[config.mk]
export PLATFORM = sky130hd
export DESIGN_NAME = issue_unit
export DESIGN_NICKNAME = d
export VERILOG_FILES = /design/src/rtl/issue_unit_pkg.sv /design/src/rtl/issue_unit_scoreboard.sv /design/src/rtl/issue_unit.sv
export SDC_FILE = /design/constraint.sdc
export NUM_CORES = 1
export LEC_CHECK = 0
export ABC_CLOCK_PERIOD_IN_PS = 3360
export CORE_MARGIN = 5
export CORE_UTILIZATION = 49
export CTS_CLUSTER_SIZE = 12
export DETAILED_ROUTE_END_ITERATION = 8
export GPL_TIMING_DRIVEN = 0
export PLACE_DENSITY = 0.82
export SLEW_MARGIN = 5
export SYNTH_ARGS = -nofsm -noshare
export SYNTH_HDL_FRONTEND = slang
export SYNTH_SLANG_ARGS = --single-unit
[constraint.sdc]
create_clock -name clk -period 3.36 [get_ports clk]
set_input_delay 0.336 -clock clk [delete_from_list [all_inputs] [get_ports clk]]
set_output_delay 0.336 -clock clk [all_outputs]
set_load 0.05 [all_outputs]
[src/rtl/issue_unit_pkg.sv]
// Shared types for the decode-queue consumer: unit/imm/uop enums, queue entry
// and issue packet layouts, plus immediate expansion.
package issue_unit_pkg;

    localparam int REG_W   = 5;
    localparam int NUM_EXU = 4;

    typedef enum logic [1:0] {
        EXU_ALU = 2'd0,
        EXU_MUL = 2'd1,
        EXU_JMP = 2'd2,
        EXU_MEM = 2'd3
    } exe_unit_type_t;

    typedef enum logic [1:0] {
        IMM_I = 2'd0,
        IMM_B = 2'd1,
        IMM_U = 2'd2,
        IMM_J = 2'd3
    } imm_type_t;

    typedef enum logic [4:0] {
        UOP_ADD  = 5'd0,
        UOP_ADDI = 5'd1,
        UOP_MUL  = 5'd2,
        UOP_LW   = 5'd3,
        UOP_SW   = 5'd4,
        UOP_BEQ  = 5'd5,
        UOP_JAL  = 5'd6,
        UOP_LUI  = 5'd7
    } uop_t;

    // 50-bit queue head entry
    typedef struct packed {
        logic           legal;
        uop_t           uopcode;
        exe_unit_type_t exu_type;
        logic           has_rd;
        logic           has_rs1;
        logic           has_rs2;
        logic [4:0]     rd;
        logic [4:0]     rs1;
        logic [4:0]     rs2;
        imm_type_t      imm_type;
        logic [19:0]    packed_imm;
        logic           taken;
        logic           shadowed;
    } queue_item_t;

    typedef struct packed {
        uop_t           uopcode;
        exe_unit_type_t exu_type;
        logic           has_rd;
        logic           has_rs1;
        logic           has_rs2;
        logic [4:0]     rd;
        logic [4:0]     rs1;
        logic [4:0]     rs2;
        logic [31:0]    imm;
        logic           taken;
        logic           shadowed;
    } issue_pkt_t;

    function automatic logic [31:0] expand_imm(input imm_type_t t, input logic [19:0] p);
        logic [31:0] v;
        case (t)
            IMM_I:   v = {{20{p[11]}}, p[11:0]};
            IMM_B:   v = {{19{p[11]}}, p[11:0], 1'b0};
            IMM_U:   v = {p, 12'h000};
            IMM_J:   v = {{11{p[19]}}, p, 1'b0};
            default: v = 32'h0000_0000;
        endcase
        return v;
    endfunction

    function automatic issue_pkt_t make_pkt(input queue_item_t q);
        issue_pkt_t k;
        k.uopcode  = q.uopcode;
        k.exu_type = q.exu_type;
        k.has_rd   = q.has_rd;
        k.has_rs1  = q.has_rs1;
        k.has_rs2  = q.has_rs2;
        k.rd       = q.rd;
        k.rs1      = q.rs1;
        k.rs2      = q.rs2;
        k.imm      = expand_imm(q.imm_type, q.packed_imm);
        k.taken    = q.taken;
        k.shadowed = q.shadowed;
        return k;
    endfunction

endpackage

[src/rtl/issue_unit_scoreboard.sv]
// Register busy bits: set on dispatch, cleared by writeback, set wins on a tie.
// busy_eff exposes the same-cycle writeback clears to the hazard check.
module issue_unit_scoreboard
    import issue_unit_pkg::*;
#(
    parameter int WB_PORTS = 2,
    parameter int NREGS    = 32
) (
    input  logic                      clk,
    input  logic                      rst,
    input  logic                      set_en,
    input  logic [REG_W-1:0]          set_rd,
    input  logic [WB_PORTS-1:0]       wb_valid,
    input  logic [REG_W*WB_PORTS-1:0] wb_rd,
    output logic [NREGS-1:0]          busy,
    output logic [NREGS-1:0]          busy_eff
);

    logic [NREGS-1:0] busy_r;
    logic [NREGS-1:0] clr_s;
    logic [NREGS-1:0] set_s;
    logic [NREGS-1:0] busy_nxt_s;

    // Clear/set masks; duplicate writebacks just OR into the same bit, x0 is forced free.
    always_comb begin
        clr_s = '0;
        for (int k = 0; k < WB_PORTS; k++) begin
            clr_s = clr_s | (NREGS'(wb_valid[k]) << wb_rd[k*REG_W +: REG_W]);
        end
        set_s      = NREGS'(set_en) << set_rd;
        busy_eff   = busy_r & ~clr_s;
        busy_nxt_s = (busy_eff | set_s) & ~NREGS'(1'b1);
    end

    // Busy-bit state register.
    always_ff @(posedge clk) begin
        if (rst) begin
            busy_r <= '0;
        end else begin
            busy_r <= busy_nxt_s;
        end
    end

    assign busy = busy_r;

endmodule

[src/rtl/issue_unit.sv]
// Pops the instruction queue head when hazard-free and the single output
// register can accept it, then presents it to the selected execution unit.
module issue_unit
    import issue_unit_pkg::*;
#(
    parameter int WB_PORTS = 2,
    parameter int NREGS    = 32
) (
    input  logic                      clk,
    input  logic                      rst,
    input  queue_item_t               q_item,
    input  logic                      q_empty,
    output logic                      q_pop,
    input  logic                      flush,
    input  logic [NUM_EXU-1:0]        exu_ready,
    output logic [NUM_EXU-1:0]        iss_valid,
    output issue_pkt_t                iss_pkt,
    input  logic [WB_PORTS-1:0]       wb_valid,
    input  logic [REG_W*WB_PORTS-1:0] wb_rd,
    output logic [NREGS-1:0]          sb_busy
);

    logic [NUM_EXU-1:0] iss_valid_r;
    issue_pkt_t         iss_pkt_r;
    logic               held_valid_s;
    logic               fire_s;
    logic               issuable_s;
    logic               q_pop_s;
    logic               set_en_s;
    logic [NREGS-1:0]   busy_eff_s;
    logic [NREGS-1:0]   pend_s;
    logic [NREGS-1:0]   hazard_s;

    issue_unit_scoreboard #(
        .WB_PORTS(WB_PORTS),
        .NREGS   (NREGS)
    ) u_scoreboard (
        .clk     (clk),
        .rst     (rst),
        .set_en  (set_en_s),
        .set_rd  (iss_pkt_r.rd),
        .wb_valid(wb_valid),
        .wb_rd   (wb_rd),
        .busy    (sb_busy),
        .busy_eff(busy_eff_s)
    );

    // Held packet's rd counts as busy until it dispatches (RAW and WAW both stall on it).
    always_comb begin
        held_valid_s = |iss_valid_r;
        fire_s       = |(iss_valid_r & exu_ready);
        pend_s       = '0;
        if (held_valid_s && iss_pkt_r.has_rd) begin
            pend_s[iss_pkt_r.rd] = 1'b1;
        end else begin
            pend_s = '0;
        end
        hazard_s   = (busy_eff_s | pend_s) & ~NREGS'(1'b1);
        issuable_s = !q_empty && q_item.legal
                     && !(q_item.has_rs1 && hazard_s[q_item.rs1])
                     && !(q_item.has_rs2 && hazard_s[q_item.rs2])
                     && !(q_item.has_rd  && hazard_s[q_item.rd]);
        q_pop_s    = issuable_s && (!held_valid_s || fire_s) && !flush && !rst;
        set_en_s   = fire_s && iss_pkt_r.has_rd && (iss_pkt_r.rd != 5'd0);
    end

    // Output register: load on pop, drop on fire or flush, otherwise hold.
    always_ff @(posedge clk) begin
        if (rst) begin
            iss_valid_r <= '0;
            iss_pkt_r   <= '0;
        end else if (q_pop_s) begin
            iss_valid_r <= 4'b0001 << q_item.exu_type;
            iss_pkt_r   <= make_pkt(q_item);
        end else if (flush || fire_s) begin
            iss_valid_r <= '0;
            iss_pkt_r   <= iss_pkt_r;
        end else begin
            iss_valid_r <= iss_valid_r;
            iss_pkt_r   <= iss_pkt_r;
        end
    end

    assign q_pop     = q_pop_s;
    assign iss_valid = iss_valid_r;
    assign iss_pkt   = iss_pkt_r;

endmodule

==> impl_metrics.env, run 1 <==
export IMPL_status="complete, but fails checks"
export IMPL_violations="setup timing"
export IMPL_ios=166
export IMPL_root_buffer="clkbuf_16"
export IMPL_synthFlopType="dfxtp_1"
export IMPL_grt_pass1_vias=6523
export IMPL_holdCritPathClass="flop to flop"
export IMPL_rows=39
export IMPL_end_kind="output pin"
export IMPL_max_slew_margin_rel_pct=45.8
export IMPL_core_um2=11500
export IMPL_clk_pin_slew_ns=0.06
export IMPL_finalMaxSlewViolations=0
export IMPL_tightest_slew_ns=0.810
export IMPL_h_tree_depth=3
export IMPL_syn_avg_cell_area_um2=8.51
export IMPL_start_kind="flop"
export IMPL_dp_cells=989
export IMPL_rr_worst_depth=12
export IMPL_die_area_um2=14200
export IMPL_seq_power_share_pct=40.4
export IMPL_max_freq_mhz=285
export IMPL_rsz0062_at_grt="yes"
export IMPL_area_delta_synth_final_pct=45.9
export IMPL_grt_antenna_before_repair=0
export IMPL_gr_total_overflow=0
export IMPL_power_density_nw_per_um2=343
export IMPL_postCtsHoldBufs=0
export IMPL_grt_max_degree=17
export IMPL_worstSetupPathType="flop to output pin"
export IMPL_critPathMaxFanout=6
export IMPL_critPathMostFrequentCell="buf_8"
export IMPL_antenna_cells=0
export IMPL_tritoncts="done"
export IMPL_min_delay_start="iss_pkt[4]$_SDFFE_PP0P_"
export IMPL_holdPathStages=2
export IMPL_p_clk_share_pct=35.7
export IMPL_portBuffers=162
export IMPL_synth_area_um2=5820
export IMPL_nNetsFinal=936
export IMPL_r2r_start="iss_valid[0]$_SDFFE_PP0P_"
export IMPL_ys_seq_area_share_pct=32.3
export IMPL_fillers=853
export IMPL_ys_types=64
export IMPL_syn_num_nets=754
export IMPL_drt_iter0_drc=827
export IMPL_antenna_left=0
export IMPL_synth_edf_count=0
export IMPL_viasPerCell=6.44
export IMPL_power_switching_w=0.000907
export IMPL_drc=0
export IMPL_synthCells=684
export IMPL_critPathRequiredTime_ns=3.02
export IMPL_start_util_pct=50.6
export IMPL_die_w_um=119
export IMPL_hold_violations=0
export IMPL_via_count=6534
export IMPL_crit_chain="o41a_1 > buf_6 > buf_8 > nand3_2 > nand2_2 > mux4_2 > a221oi_2 > o32ai_1 > a311o_1 > buf_12 > inv_4 > buf_8"
export IMPL_dr_pass1_iters=5
export IMPL_die_h_um=119
export IMPL_final_setup_worst_slack_ns=-0.150
export IMPL_synth_area_leaders="dfxtp_1 (32%), mux2i_1 (6.9%), a21oi_1 (5.7%)"
export IMPL_final_cells=1014
export IMPL_ys_warnings_count=0
export IMPL_drive_above_1_share_pct=16.5
export IMPL_reg2reg_to="iss_pkt[51]$_SDFFE_PP0P_"
export IMPL_switching_share_pct=31.2
export IMPL_setup_violations=1
export IMPL_holdPathEnd="iss_pkt[4]$_SDFFE_PP0P_"
export IMPL_synth_most_common_cell="dfxtp_1"
export IMPL_cp_slowest_cell="mux4_2"
export IMPL_period_minus_slack_ns=3.51
export IMPL_synth_seq_cells=94
export IMPL_avgRoutedWirePerCell_um=23.0
export IMPL_cp_arrival_ns=3.17
export IMPL_ir_worst_vdd_uv=277
export IMPL_tns_ns=-0.150
export IMPL_clk_latency_ns=0.35
export IMPL_synthTopCellsByCount="dfxtp_1 (94), a21oi_1 (66), nand2_1 (66), nand3_1 (43), clkbuf_1 (42)"
export IMPL_comb_power_share_pct=23.9
export IMPL_hpwl_um=17600
export IMPL_clock_sinks=94
export IMPL_skew_ns=0.00705
export IMPL_fin_crit_sh_pct=104
export IMPL_yosysTopAreaCell="dfxtp_1"
export IMPL_drv_cap=0
export IMPL_r2r_slack_ns=0.07
export IMPL_max_clock_path_buffers=2
export IMPL_drt_total_wl_um=23400
export IMPL_cts_made_buffers=9
export IMPL_slowest_delay_ns=0.49
export IMPL_intPower_w=0.00201
export IMPL_postSynth_asyncResetShare_pct=0
export IMPL_routabilityCongestion=0.995
export IMPL_grt_pass1_wl_um=36200
export IMPL_synth_top_area_share_pct=32.3
export IMPL_p_leak_nw=3.32
export IMPL_grtUsageTotal_pct=32.0
[layout by cell type, fill, tap and decap left out, drive strengths merged, types with 3 or more instances in the layout]
master and instances:
clkdlybuf4s50 149, nand4bb 6, mux2 28, clkbuf 45, mux2i 40, nand4 5, dlymetal6s2s 4, inv 17
a22oi 5, dlygate4sd2 8, nand3 43, a311o 4, o21ai 16, and2 3, and3 7, o32ai 6
nor3 7, and3b 3, mux4 5, a211oi 3, clkinv 4, o2111ai 4, nor2b 34, a31oi 7
a21oi 66, o211ai 8, dfxtp 94, o31ai 3, o221ai 32, nand2b 39, nand4b 6, nand2 66
a21boi 4, a32oi 6, nor3b 13, buf 33, nor2 18
[repair_timing]
action / CTS / global route
buffers inserted: 10 / 6
resized for setup: 89 / 41
pin swaps: 13 / 9
cloned: 1 / 0
endpoints found under the setup margin: 58 / 64
[cell families after synthesis]
kind of cell | share of synthesized area (%)
mux | 15.6
buf+inv | 5.46
flops | 32.3
other cells | 0.0644
compound gates | 21.4
simple gates | 25.1
[through the flow]
step | utilization, % | hold WS, ns | power [W] | setup slack (ns) | area [um^2]
3_3_place_gp | 66.2 | 0.462 | 0.00184 | -1.32 | 7630
4_1_cts | 72.5 | 0.482 | 0.00290 | -0.203 | 8340
3_5_place_dp | 66.2 | 0.468 | 0.00185 | -1.36 | 7630
5_1_grt | 73.8 | 0.512 | 0.00300 | -0.210 | 8500
2_1_floorplan | - | 0.444 | 0.00158 | 0.00145 | 5830
6_report | 73.8 | 0.481 | 0.00291 | -0.150 | 8500
[per-layer routing]
metal	track usage, %	vias to the layer above	wire [um]
li1	-	2921	-
met1	38.8	3147	8980
met2	53.7	398	11200
met3	7.82	68	2250
met4	14.3	0	897
met5	0	-	0
[power groups by stage]
stage	Combinational [W]	Clock (W)	Sequential, W
3_5_place_dp	0.000648	0	0.00120
4_1_cts	0.000676	0.00104	0.00118
3_3_place_gp	0.000641	0	0.00120
2_1_floorplan	0.000252	0	0.00133
6_report	0.000696	0.00104	0.00118
5_1_grt	0.000731	0.00109	0.00118
[sequential cells by signal, summed over array words and instances (netlist names)]
signal             count
u_scoreboard.busy     31
iss_pkt               59
iss_valid              4
[critical path, delay by kind of cell, from the launching register on]
kind | cells | cell delay, ns
AO/OA/AOI/OAI | 4 | 1.21
multiplexers | 1 | 0.49
flip-flops | 1 | 0.34
buffers and inverters | 5 | 0.64
AND/OR/NAND/NOR | 2 | 0.13
[cell type report]
class | instances | area [um^2] | share of cell area, %
Multi-Input combinational cell | 516 | 4020 | 47.3
Tap cell | 143 | 179 | 2.11
Clock inverter | 7 | 71.3 | 0.839
Sequential cell | 94 | 1890 | 22.3
Inverter | 15 | 58.8 | 0.692
Buffer | 51 | 275 | 3.24
Timing Repair Buffer | 179 | 1780 | 20.9
Clock buffer | 9 | 225 | 2.65
[worst max path at each step]
| stage | startpoint | endpoint | slack, ns | depth (start not counted) |
|---|---|---|---|---|
| after floorplan | iss_valid[1]$_SDFFE_PP0P_ | q_pop | 0.001 | 12 |
| after global placement | wb_rd[4] | q_pop | -1.32 | 12 |
| after detailed placement | wb_rd[4] | q_pop | -1.36 | 12 |
| after CTS | iss_valid[2]$_SDFFE_PP0P_ | q_pop | -0.20 | 13 |
| after global routing | iss_valid[0]$_SDFFE_PP0P_ | q_pop | -0.21 | 12 |
| final | iss_valid[0]$_SDFFE_PP0P_ | q_pop | -0.15 | 12 |
(Power assumes the default switching activity.)
==> run 2: changes to the inputs <==
Settings changed: CORE_UTILIZATION 49 to 33, PLACE_DENSITY 0.82 to not set.
==> run 2 against run 1 <==
  * The flow still finishes with violations (setup timing)
  * Critical path depth fell by 1
  * Die area up 44%
  * Setup slack worse by 0.087 ns
  * Clock power grew 11%
  * Global-route usage fell by 10 points
  * Sequential power about the same
  * Highest routed layer is now met5
==> impl_metrics.env, run 2 (synthesized netlist as in run 1, its figures left out) <==
export IMPL_status="complete, but fails checks"
export IMPL_violations="setup timing"
export IMPL_use_met2_pct=33.7
export IMPL_setup_violations=29
export IMPL_core_um2=17300
export IMPL_use_met1_pct=28.7
export IMPL_crit_chain="dlygate4sd2_1 > or4b_4 > o221ai_4 > o21ai_2 > mux4_2 > a221oi_2 > o32ai_2 > a311o_1 > buf_12 > clkinv_4 > buf_8"
export IMPL_critPathRequiredTime_ns=3.02
export IMPL_start_util_pct=33.7
export IMPL_grt_pass1_wl_um=34400
export IMPL_via_count=6272
export IMPL_final_cells=1104
export IMPL_viasPerCell=5.68
export IMPL_die_h_um=143
export IMPL_critPathMaxFanout=8
export IMPL_cts_made_buffers=9
export IMPL_postCtsHoldBufs=0
export IMPL_clk_pin_slew_ns=0.08
export IMPL_power_switching_w=0.000933
export IMPL_die_w_um=143
export IMPL_drc=0
export IMPL_cp_arrival_ns=3.26
export IMPL_clock_sinks=94
export IMPL_finalMaxSlewViolations=0
export IMPL_ios=166
export IMPL_drv_cap=0
export IMPL_start_kind="input port"
export IMPL_avgRoutedWirePerCell_um=20.9
export IMPL_use_met3_pct=7.77
export IMPL_ff_latch_area_um2=1890
export IMPL_max_freq_mhz=278
export IMPL_antenna_left=0
export IMPL_die_area_um2=20400
export IMPL_rsz0062_at_grt="yes"
export IMPL_end_kind="output pin"
export IMPL_drt_iter0_drc=584
export IMPL_p_leak_nw=3.43
export IMPL_clk_latency_ns=0.37
export IMPL_r2r_slack_ns=-0.10
export IMPL_final_setup_worst_slack_ns=-0.237
export IMPL_drt_total_wl_um=23000
export IMPL_dp_cells=1071
export IMPL_ir_worst_vdd_uv=231
export IMPL_skew_ns=0.0138
export IMPL_power_density_nw_per_um2=344
export IMPL_grt_antenna_before_repair=1
export IMPL_grtUsageTotal_pct=21.8
export IMPL_antenna_cells=0
export IMPL_period_minus_slack_ns=3.60
export IMPL_seq_power_share_pct=38.7
export IMPL_grt_pass1_vias=6088
export IMPL_tightest_slew_ns=0.708
export IMPL_grt_max_degree=18
export IMPL_nNetsFinal=944
export IMPL_p_clk_share_pct=37.8
export IMPL_critical_path_top_delay_family="compound AO/OA/AOI/OAI gates"
export IMPL_root_buffer="clkbuf_16"
export IMPL_holdCritPathClass="flop to flop"
export IMPL_busiest_layer="met2"
export IMPL_dr_pass1_iters=5
export IMPL_fillers=1679
export IMPL_switching_share_pct=30.7
export IMPL_multi_input_area_um2=4050
export IMPL_slowest_delay_ns=0.62
export IMPL_comb_power_share_pct=23.5
export IMPL_largest_reg_flops=59
export IMPL_hpwl_um=17200
export IMPL_intPower_w=0.00211
export IMPL_gr_total_overflow=0
export IMPL_max_slew_margin_rel_pct=52.6
export IMPL_final_cell_mix="clkdlybuf4s50_1 (152), dfxtp_1 (89), a21oi_1 (66)"
export IMPL_tns_ns=-2.59
export IMPL_routabilityCongestion=0.971
export IMPL_h_tree_depth=3
export IMPL_hold_violations=0
export IMPL_max_clock_path_buffers=2
export IMPL_worstSetupPathType="input port to output pin"
export IMPL_final_common_cell="clkdlybuf4s50_1"
export IMPL_cp_slowest_cell="or4b_4"
export IMPL_area_delta_synth_final_pct=51.7
export IMPL_fin_crit_sh_pct=107
export IMPL_path_buf_inv=4
export IMPL_drive_above_1_share_pct=17.7
export IMPL_rows=48
export IMPL_tritoncts="done"
export IMPL_portBuffers=162
## run 2: changes by cell type in the layout (fill, tap and decap cells not counted), sizes merged
cell           delta
buf               +2
bufbuf            +1
bufinv            +1
clkbuf            +5
clkdlybuf4s50     +3
clkinv            -2
clkinvlp          +1
dlymetal6s2s      -3
## run 2: area by class of cell
| type | instances | area share [%] |
|---|---|---|
| repair buffers | 187 | 21.6 |
| inverters | 15 | 0.694 |
| plain buffers | 51 | 3.53 |
| clock buffers | 9 | 2.55 |
| well taps | 225 | 3.19 |
| flip-flops and latches | 94 | 21.4 |
| clock inverters | 7 | 1.15 |
| multi-input cells | 516 | 45.8 |
## run 2: per-stage QoR
step | hold WS [ns] | worst slack (ns) | utilization (%) | total power (W) | instance area [um^2]
after floorplan | 0.444 | 0.00145 | - | 0.00158 | 5830
after global placement | 0.463 | -1.42 | 44.7 | 0.00185 | 7730
after detailed placement | 0.470 | -1.43 | 44.7 | 0.00185 | 7730
after CTS | 0.482 | -0.254 | 48.8 | 0.00302 | 8450
after global routing | 0.502 | -0.279 | 51.1 | 0.00315 | 8830
final | 0.477 | -0.237 | 51.1 | 0.00304 | 8830
## run 2: path summary, 6_finish.rpt
check                             end                 startpoint  cells past startpoint
min          iss_pkt[12]$_SDFFE_PP0P_   iss_pkt[12]$_SDFFE_PP0P_                      2
min reg2reg  iss_pkt[12]$_SDFFE_PP0P_   iss_pkt[12]$_SDFFE_PP0P_                      2
max reg2reg  iss_pkt[34]$_SDFFE_PP0P_  iss_valid[3]$_SDFFE_PP0P_                     13
max                             q_pop                   wb_rd[8]                     11
## run 2: power groups by stage
| stage | clock network (W) | logic [W] | registers [W] |
|---|---|---|---|
| floorplan | 0 | 0.000252 | 0.00133 |
| global placement | 0 | 0.000647 | 0.00120 |
| detailed placement | 0 | 0.000645 | 0.00120 |
| CTS | 0.00117 | 0.000670 | 0.00118 |
| global route | 0.00122 | 0.000754 | 0.00118 |
| finish | 0.00115 | 0.000715 | 0.00118 |
## run 2: routing by layer
metal  routed length (um)  vias to the layer above  share of wire, %
li1                     -                     2943                 -
met2                10500                      295                46
met1                 9570                     2996                42
met4                  546                        2               2.4
met3                 2400                       36                10
met5                   12                        -             0.052
## run 2: worst reg2reg max path, cell delays in order (launching register included)
cell and delay [ns]:
dfxtp_4 0.34, o41a_1 0.46, buf_6 0.16, buf_8 0.13, nand3_2 0.06, nand2_2 0.06
mux4_2 0.49, a221oi_2 0.32, o32ai_2 0.15, a311o_1 0.39, buf_4 0.18, buf_12 0.15
clkbuf_16 0.16, mux2_4 0.29
## run 2: repair_timing
item,4_1_cts,5_1_grt
pin swaps,14,6
setup endpoints to repair,61,55
cloned,1,3
buffers inserted,12,9
hold endpoints to repair,0,0
resized for setup,83,60
